## src/rtl/pill_fill_ctrl.sv

```systemverilog
// Pill bottling controller: counts pills into bottles and bottles into a batch,
// driving the feed valve and pausing for bottle swaps.
module pill_fill_ctrl #(
    parameter int unsigned SWAP_CYCLES = 4
) (
    input  logic       CLK,
    input  logic       RST,
    input  logic       isWork,
    input  logic       pill_in,
    input  logic [3:0] pill_maxL,
    input  logic [3:0] pill_maxH,
    input  logic [3:0] bot_maxL,
    input  logic [3:0] bot_maxH,
    output logic [3:0] pill_seq_L,
    output logic [3:0] pill_seq_H,
    output logic [3:0] bot_seq_L,
    output logic [3:0] bot_seq_H,
    output logic       valve_open,
    output logic       bot_done,
    output logic       batch_done,
    output logic [2:0] state
);

    typedef enum logic [2:0] {
        IDLE  = 3'd0,
        FILL  = 3'd1,
        SWAP  = 3'd2,
        PAUSE = 3'd3,
        DONE  = 3'd4
    } state_t;

    state_t     state_reg;
    logic [7:0] pill_seq_reg;
    logic [7:0] bot_seq_reg;
    logic [7:0] pill_max_reg;
    logic [7:0] bot_max_reg;
    logic [3:0] swap_cnt_reg;
    logic       pill_in_q_reg;
    logic       valve_reg;
    logic       bot_done_reg;
    logic       batch_done_reg;

    logic       pill_edge;
    logic       cfg_valid;
    logic [7:0] pill_next;
    logic [7:0] bot_next;
    logic [3:0] cfg_digit [4];
    logic [3:0] digit_ok;

    // Two-digit BCD increment; the tens digit wraps 9 -> 0.
    function automatic logic [7:0] bcd_inc(input logic [7:0] v);
        logic [7:0] r;
        if (v[3:0] == 4'd9) begin
            r[3:0] = 4'd0;
            r[7:4] = (v[7:4] == 4'd9) ? 4'd0 : v[7:4] + 4'd1;
        end else begin
            r[3:0] = v[3:0] + 4'd1;
            r[7:4] = v[7:4];
        end
        return r;
    endfunction

    assign cfg_digit[0] = pill_maxL;
    assign cfg_digit[1] = pill_maxH;
    assign cfg_digit[2] = bot_maxL;
    assign cfg_digit[3] = bot_maxH;

    generate
        for (genvar gi = 0; gi < 4; gi++) begin : g_digit_chk
            assign digit_ok[gi] = (cfg_digit[gi] <= 4'd9);
        end
    endgenerate

    always_comb begin
        pill_edge = pill_in & ~pill_in_q_reg;
        cfg_valid = (&digit_ok) && ({pill_maxH, pill_maxL} != 8'h00)
                    && ({bot_maxH, bot_maxL} != 8'h00);
        pill_next = bcd_inc(pill_seq_reg);
        bot_next  = bcd_inc(bot_seq_reg);
    end

    always_ff @(posedge CLK) begin
        if (RST) begin
            state_reg      <= IDLE;
            pill_seq_reg   <= 8'h00;
            bot_seq_reg    <= 8'h00;
            pill_max_reg   <= 8'h00;
            bot_max_reg    <= 8'h00;
            swap_cnt_reg   <= 4'd0;
            pill_in_q_reg  <= 1'b0;
            valve_reg      <= 1'b0;
            bot_done_reg   <= 1'b0;
            batch_done_reg <= 1'b0;
        end else begin
            pill_in_q_reg <= pill_in;
            bot_done_reg  <= 1'b0;
            case (state_reg)
                IDLE: begin
                    pill_seq_reg   <= 8'h00;
                    bot_seq_reg    <= 8'h00;
                    valve_reg      <= 1'b0;
                    batch_done_reg <= 1'b0;
                    if (isWork && cfg_valid) begin
                        state_reg    <= FILL;
                        valve_reg    <= 1'b1;
                        pill_max_reg <= {pill_maxH, pill_maxL};
                        bot_max_reg  <= {bot_maxH, bot_maxL};
                    end
                end
                FILL: begin
                    if (!isWork) begin
                        state_reg <= PAUSE;
                        valve_reg <= 1'b0;
                    end else if (pill_edge) begin
                        if (pill_next == pill_max_reg) begin
                            // Bottle complete: close the valve on the same edge.
                            pill_seq_reg <= 8'h00;
                            bot_seq_reg  <= bot_next;
                            bot_done_reg <= 1'b1;
                            valve_reg    <= 1'b0;
                            if (bot_next == bot_max_reg) begin
                                state_reg      <= DONE;
                                batch_done_reg <= 1'b1;
                            end else begin
                                state_reg    <= SWAP;
                                swap_cnt_reg <= 4'(SWAP_CYCLES - 1);
                            end
                        end else begin
                            pill_seq_reg <= pill_next;
                        end
                    end
                end
                SWAP: begin
                    if (swap_cnt_reg == 4'd0) begin
                        if (isWork) begin
                            state_reg <= FILL;
                            valve_reg <= 1'b1;
                        end else begin
                            state_reg <= PAUSE;
                        end
                    end else begin
                        swap_cnt_reg <= swap_cnt_reg - 4'd1;
                    end
                end
                PAUSE: begin
                    if (isWork) begin
                        state_reg <= FILL;
                        valve_reg <= 1'b1;
                    end
                end
                DONE: begin
                    if (!isWork) begin
                        state_reg      <= IDLE;
                        batch_done_reg <= 1'b0;
                        pill_seq_reg   <= 8'h00;
                        bot_seq_reg    <= 8'h00;
                    end
                end
                default: begin
                    state_reg      <= IDLE;
                    valve_reg      <= 1'b0;
                    batch_done_reg <= 1'b0;
                end
            endcase
        end
    end

    assign pill_seq_L = pill_seq_reg[3:0];
    assign pill_seq_H = pill_seq_reg[7:4];
    assign bot_seq_L  = bot_seq_reg[3:0];
    assign bot_seq_H  = bot_seq_reg[7:4];
    assign valve_open = valve_reg;
    assign bot_done   = bot_done_reg;
    assign batch_done = batch_done_reg;
    assign state      = state_reg;

endmodule
```

## config.mk

```make
export PLATFORM = sky130hd
export DESIGN_NAME = pill_fill_ctrl
export DESIGN_NICKNAME = d
export VERILOG_FILES = /design/src/rtl/pill_fill_ctrl.sv
export SDC_FILE = /design/constraint.sdc
export NUM_CORES = 1
export LEC_CHECK = 0
export CAP_MARGIN = 20
export CORE_MARGIN = 4
export CORE_UTILIZATION = 55
export CTS_CLUSTER_DIAMETER = 30
export DETAILED_ROUTE_END_ITERATION = 6
export GPL_ROUTABILITY_DRIVEN = 0
export MAX_ROUTING_LAYER = met4
export PLACE_DENSITY_LB_ADDON = 0.1
export RECOVER_POWER = 50
export SYNTH_ARGS = -nofsm -noshare
export SYNTH_HDL_FRONTEND = slang
export SYNTH_SLANG_ARGS = --single-unit
export TNS_END_PERCENT = 5
```

## constraint.sdc

```tcl
create_clock -name CLK -period 3.2 [get_ports CLK]
set_clock_uncertainty 0.2 [all_clocks]
set_input_delay 0.96 -clock CLK [delete_from_list [all_inputs] [get_ports CLK]]
set_output_delay 0.96 -clock CLK [all_outputs]
set_load 0.005 [all_outputs]
```

==> run_results.csv <==
group,metric,value,unit
synthesis,postSynthCellCount,362,
cts,ctsLongestPathBuffers,2,
cts,htree_num_levels,2,
cells_and_area,syn_to_final_growth,28.0,%
synthesis,ys_types,67,
synthesis,yosysWarningCount,0,
sta,slew_headroom,58.9,%
place,dp_hpwl,6.08,mm
sta,rsz0062_at_grt,"no",
cts,clk_pin_slew,0.08,ns
sta,final_hold_viol_count,0,
worst_hold_path,min_from,"batch_done$_SDFFE_PP0P_",
cells_and_area,drive_above_1_share,12.1,%
power_and_ir_drop,peakVddDrop,0.273,mV
setup_path,critPathLaunchType,"primary input",
global_route,grt_pass1_vias,2983,
synthesis,ys_ff_latch,43,
synthesis,synth_edf_count,0,
cts,numCtsBuffers,5,
cts,postCtsSetupRepairBufs,0,
floorplanning,die_w,80.6,um
synthesis,synthFlopType,"dfxtp_1",
setup_path,cp_max_fo,3,
sta,hold_ws,0.275,ns
global_route,overflow,0,
drt,vias,3057,
floorplanning,initial_core_util,56.7,%
drt,drt-total-wl,8.23,mm
synthesis,synth_area_leader_cell,"dfxtp_1",
setup_path,r2r_cells,7,
place,port_buffers,41,
floorplanning,num_io_pins,42,
cells_and_area,nNetsFinal,448,
floorplanning,rows,26,
worst_hold_path,worstHoldPathType,"reg -> reg",
setup_path,arrival,3.14,ns
floorplanning,die_area,0.00649,mm^2
cts,cts_tree,"yes",
synthesis,seq_area_frac_synth,29.7,%
setup_path,setup.worst_path.end_class,"register",
synthesis,synth.area.top_cells,"dfxtp_1, mux2i_1, nor2_1, o21ai_0, a21oi_1",
flow_run,maxCapViolations,0,
drt,first_pass_iters,4,
worst_hold_path,hold_path_depth,2,
synthesis,syn_nets,388,
drt,ant_nets,0,
sta,max_freq,322,MHz
sta,min_period,3.11,ns
cells_and_area,final_cells,493,
power_and_ir_drop,power.leakage,0.00135,uW
setup_path,r2r-end,"swap_cnt_reg[1]$_SDFFE_PP0P_",
place,placed_cells,485,
sta,period_share,97.1,%
drt,drt_iter0_drc,212,
floorplanning,die_h,80.6,um
drt,post_drt_wl_per_cell,16.7,um
global_route,grt_start_max_net_pins,24,
synthesis,yosysTopAreaCellShare,29.7,%
cts,clockRootBuffer,"clkbuf_8",
synthesis,async_flop_share,0,%
sta,setup_tns,0,ns
setup_path,reg2reg_from,"bot_seq_reg[0]$_SDFFE_PP0P_",
global_route,grt_first_pass_wirelength,13.7,mm
sta,tightestPinTransition,0.615,ns
synthesis,avgSynthCellArea,8.00,um^2
setup_path,rrSetupSlack,0.16,ns
cts,insertion_delay,0.30,ns
power_and_ir_drop,power_density,477,mW/mm^2
drt,routed_via_density,6.20,
setup_path,crit_required,3.23,ns
global_route,grt.total_usage,27.0,%
synthesis,syn-cell-area,0.00290,mm^2
drt,drc,0,
cts,cts.sinks,43,
cts,ctsHoldBuffers,0,
outcome,status,"complete, no violations",
floorplanning,core_region_area,0.00511,mm^2
sta,setup_viol,0,
sta,slew_violations,0,
setup_path,criticalPathCategory,"in -> reg",
cells_and_area,antenna_cells,0,
worst_hold_path,whs_endpoint,"batch_done$_SDFFE_PP0P_",
global_route,antenna_found_initial,0,
## cells in the mapped netlist, types with 4 or more instances
master	n
inv_1	20
nand2_1	27
nor4_1	10
nor2_1	36
mux2i_1	15
nor2b_1	9
nand2b_1	7
a31oi_1	5
o31ai_1	4
nand3_1	11
clkbuf_1	13
xnor2_1	7
nand4b_1	4
a21boi_0	4
and3_1	4
dfxtp_1	43
or3_1	4
a311o_1	4
a211o_1	4
nor3_1	8
o21ai_0	24
ha_1	6
nand4_1	5
a21oi_1	23
## power by group
| group | internal (uW) | total [uW] | switching [uW] |
|---|---|---|---|
| Sequential | 566 | 634 | 67.9 |
| Clock | 311 | 509 | 197 |
| Combinational | 267 | 625 | 359 |
| Total | 1140 | 1770 | 624 |
## cell families (layout without fill, tap and decap cells)
| kind of cell | after synthesis | count (layout) | share of synthesized area [%] |
|---|---|---|---|
| fa+ha+maj | 6 | 6 | 2.59 |
| compound gates | 100 | 100 | 24.7 |
| buf+inv | 38 | 99 | 5.18 |
| flops | 43 | 43 | 29.7 |
| mux | 17 | 17 | 5.96 |
| simple gates | 149 | 149 | 29.2 |
| xor+xnor | 9 | 9 | 2.72 |
## metrics by stage
step                utilization, %  cell area [um^2]  setup WS (ns)  total power [uW]
global placement              69.8              3560         -0.171              1250
finish                        72.6              3710         0.0912              1770
CTS                           72.5              3700         0.0856              1760
detailed placement            69.8              3560         -0.215              1250
global route                  72.6              3710         0.0128              1850
floorplan                        -              2900          0.290               995
## how the worst max path moves through the flow
| stage | startpoint | endpoint | slack (ns) | cells past startpoint |
|---|---|---|---|---|
| after floorplan | pill_maxL[0] | bot_max_reg[0]$_SDFFE_PP0P_ | 0.29 | 8 |
| after global placement | pill_maxL[1] | state[0]$_SDFFE_PP0P_ | -0.17 | 9 |
| after detailed placement | pill_maxH[2] | pill_max_reg[7]$_SDFFE_PP0P_ | -0.22 | 8 |
| after CTS | pill_maxH[2] | pill_max_reg[7]$_SDFFE_PP0P_ | 0.09 | 8 |
| after global routing | pill_seq_reg[3]$_SDFFE_PP0P_ | state[1]$_SDFFE_PP0P_ | 0.01 | 7 |
| final | pill_maxL[3] | state[0]$_SDFFE_PP0P_ | 0.09 | 9 |
## layout by cell type (no fill, tap or decap), drive strengths merged, types with 10 or more instances in the layout
cell           count
dfxtp             43
nor2              36
nand2             27
buf               26
o21ai             24
a21oi             24
clkdlybuf4s50     21
inv               20
dlygate4sd3       20
mux2i             15
nand3             12
nor4              10
## timing repair
item,CTS,global route
setup endpoints to repair,0,25
resized for setup,0,4
hold endpoints to repair,0,0
## worst max-delay path, stage by stage
cell	delay, ns
clkdlybuf4s50_1	0.45
or4_1	0.53
o211a_1	0.26
buf_4	0.13
a31o_2	0.23
nand2_1	0.07
o2bb2ai_1	0.12
or3_1	0.22
mux2i_1	0.19
## layer usage
| layer | GRT usage, % | share of wire, % |
|---|---|---|
| met5 | - | 0 |
| met4 | 9.80 | 2.6 |
| met3 | 4.15 | 5.9 |
| met2 | 44.0 | 47 |
| met1 | 34.0 | 44 |
## area by class of cell
class	instances	area, um^2
Clock buffer	5	68.8
Clock inverter	3	67.6
Fill cell	427	1400
Inverter	20	75.1
Multi-Input combinational cell	281	1920
Sequential cell	43	861
Tap cell	70	87.6
Timing Repair Buffer	71	633
No activity file was read; power rests on OpenSTA's default activity.
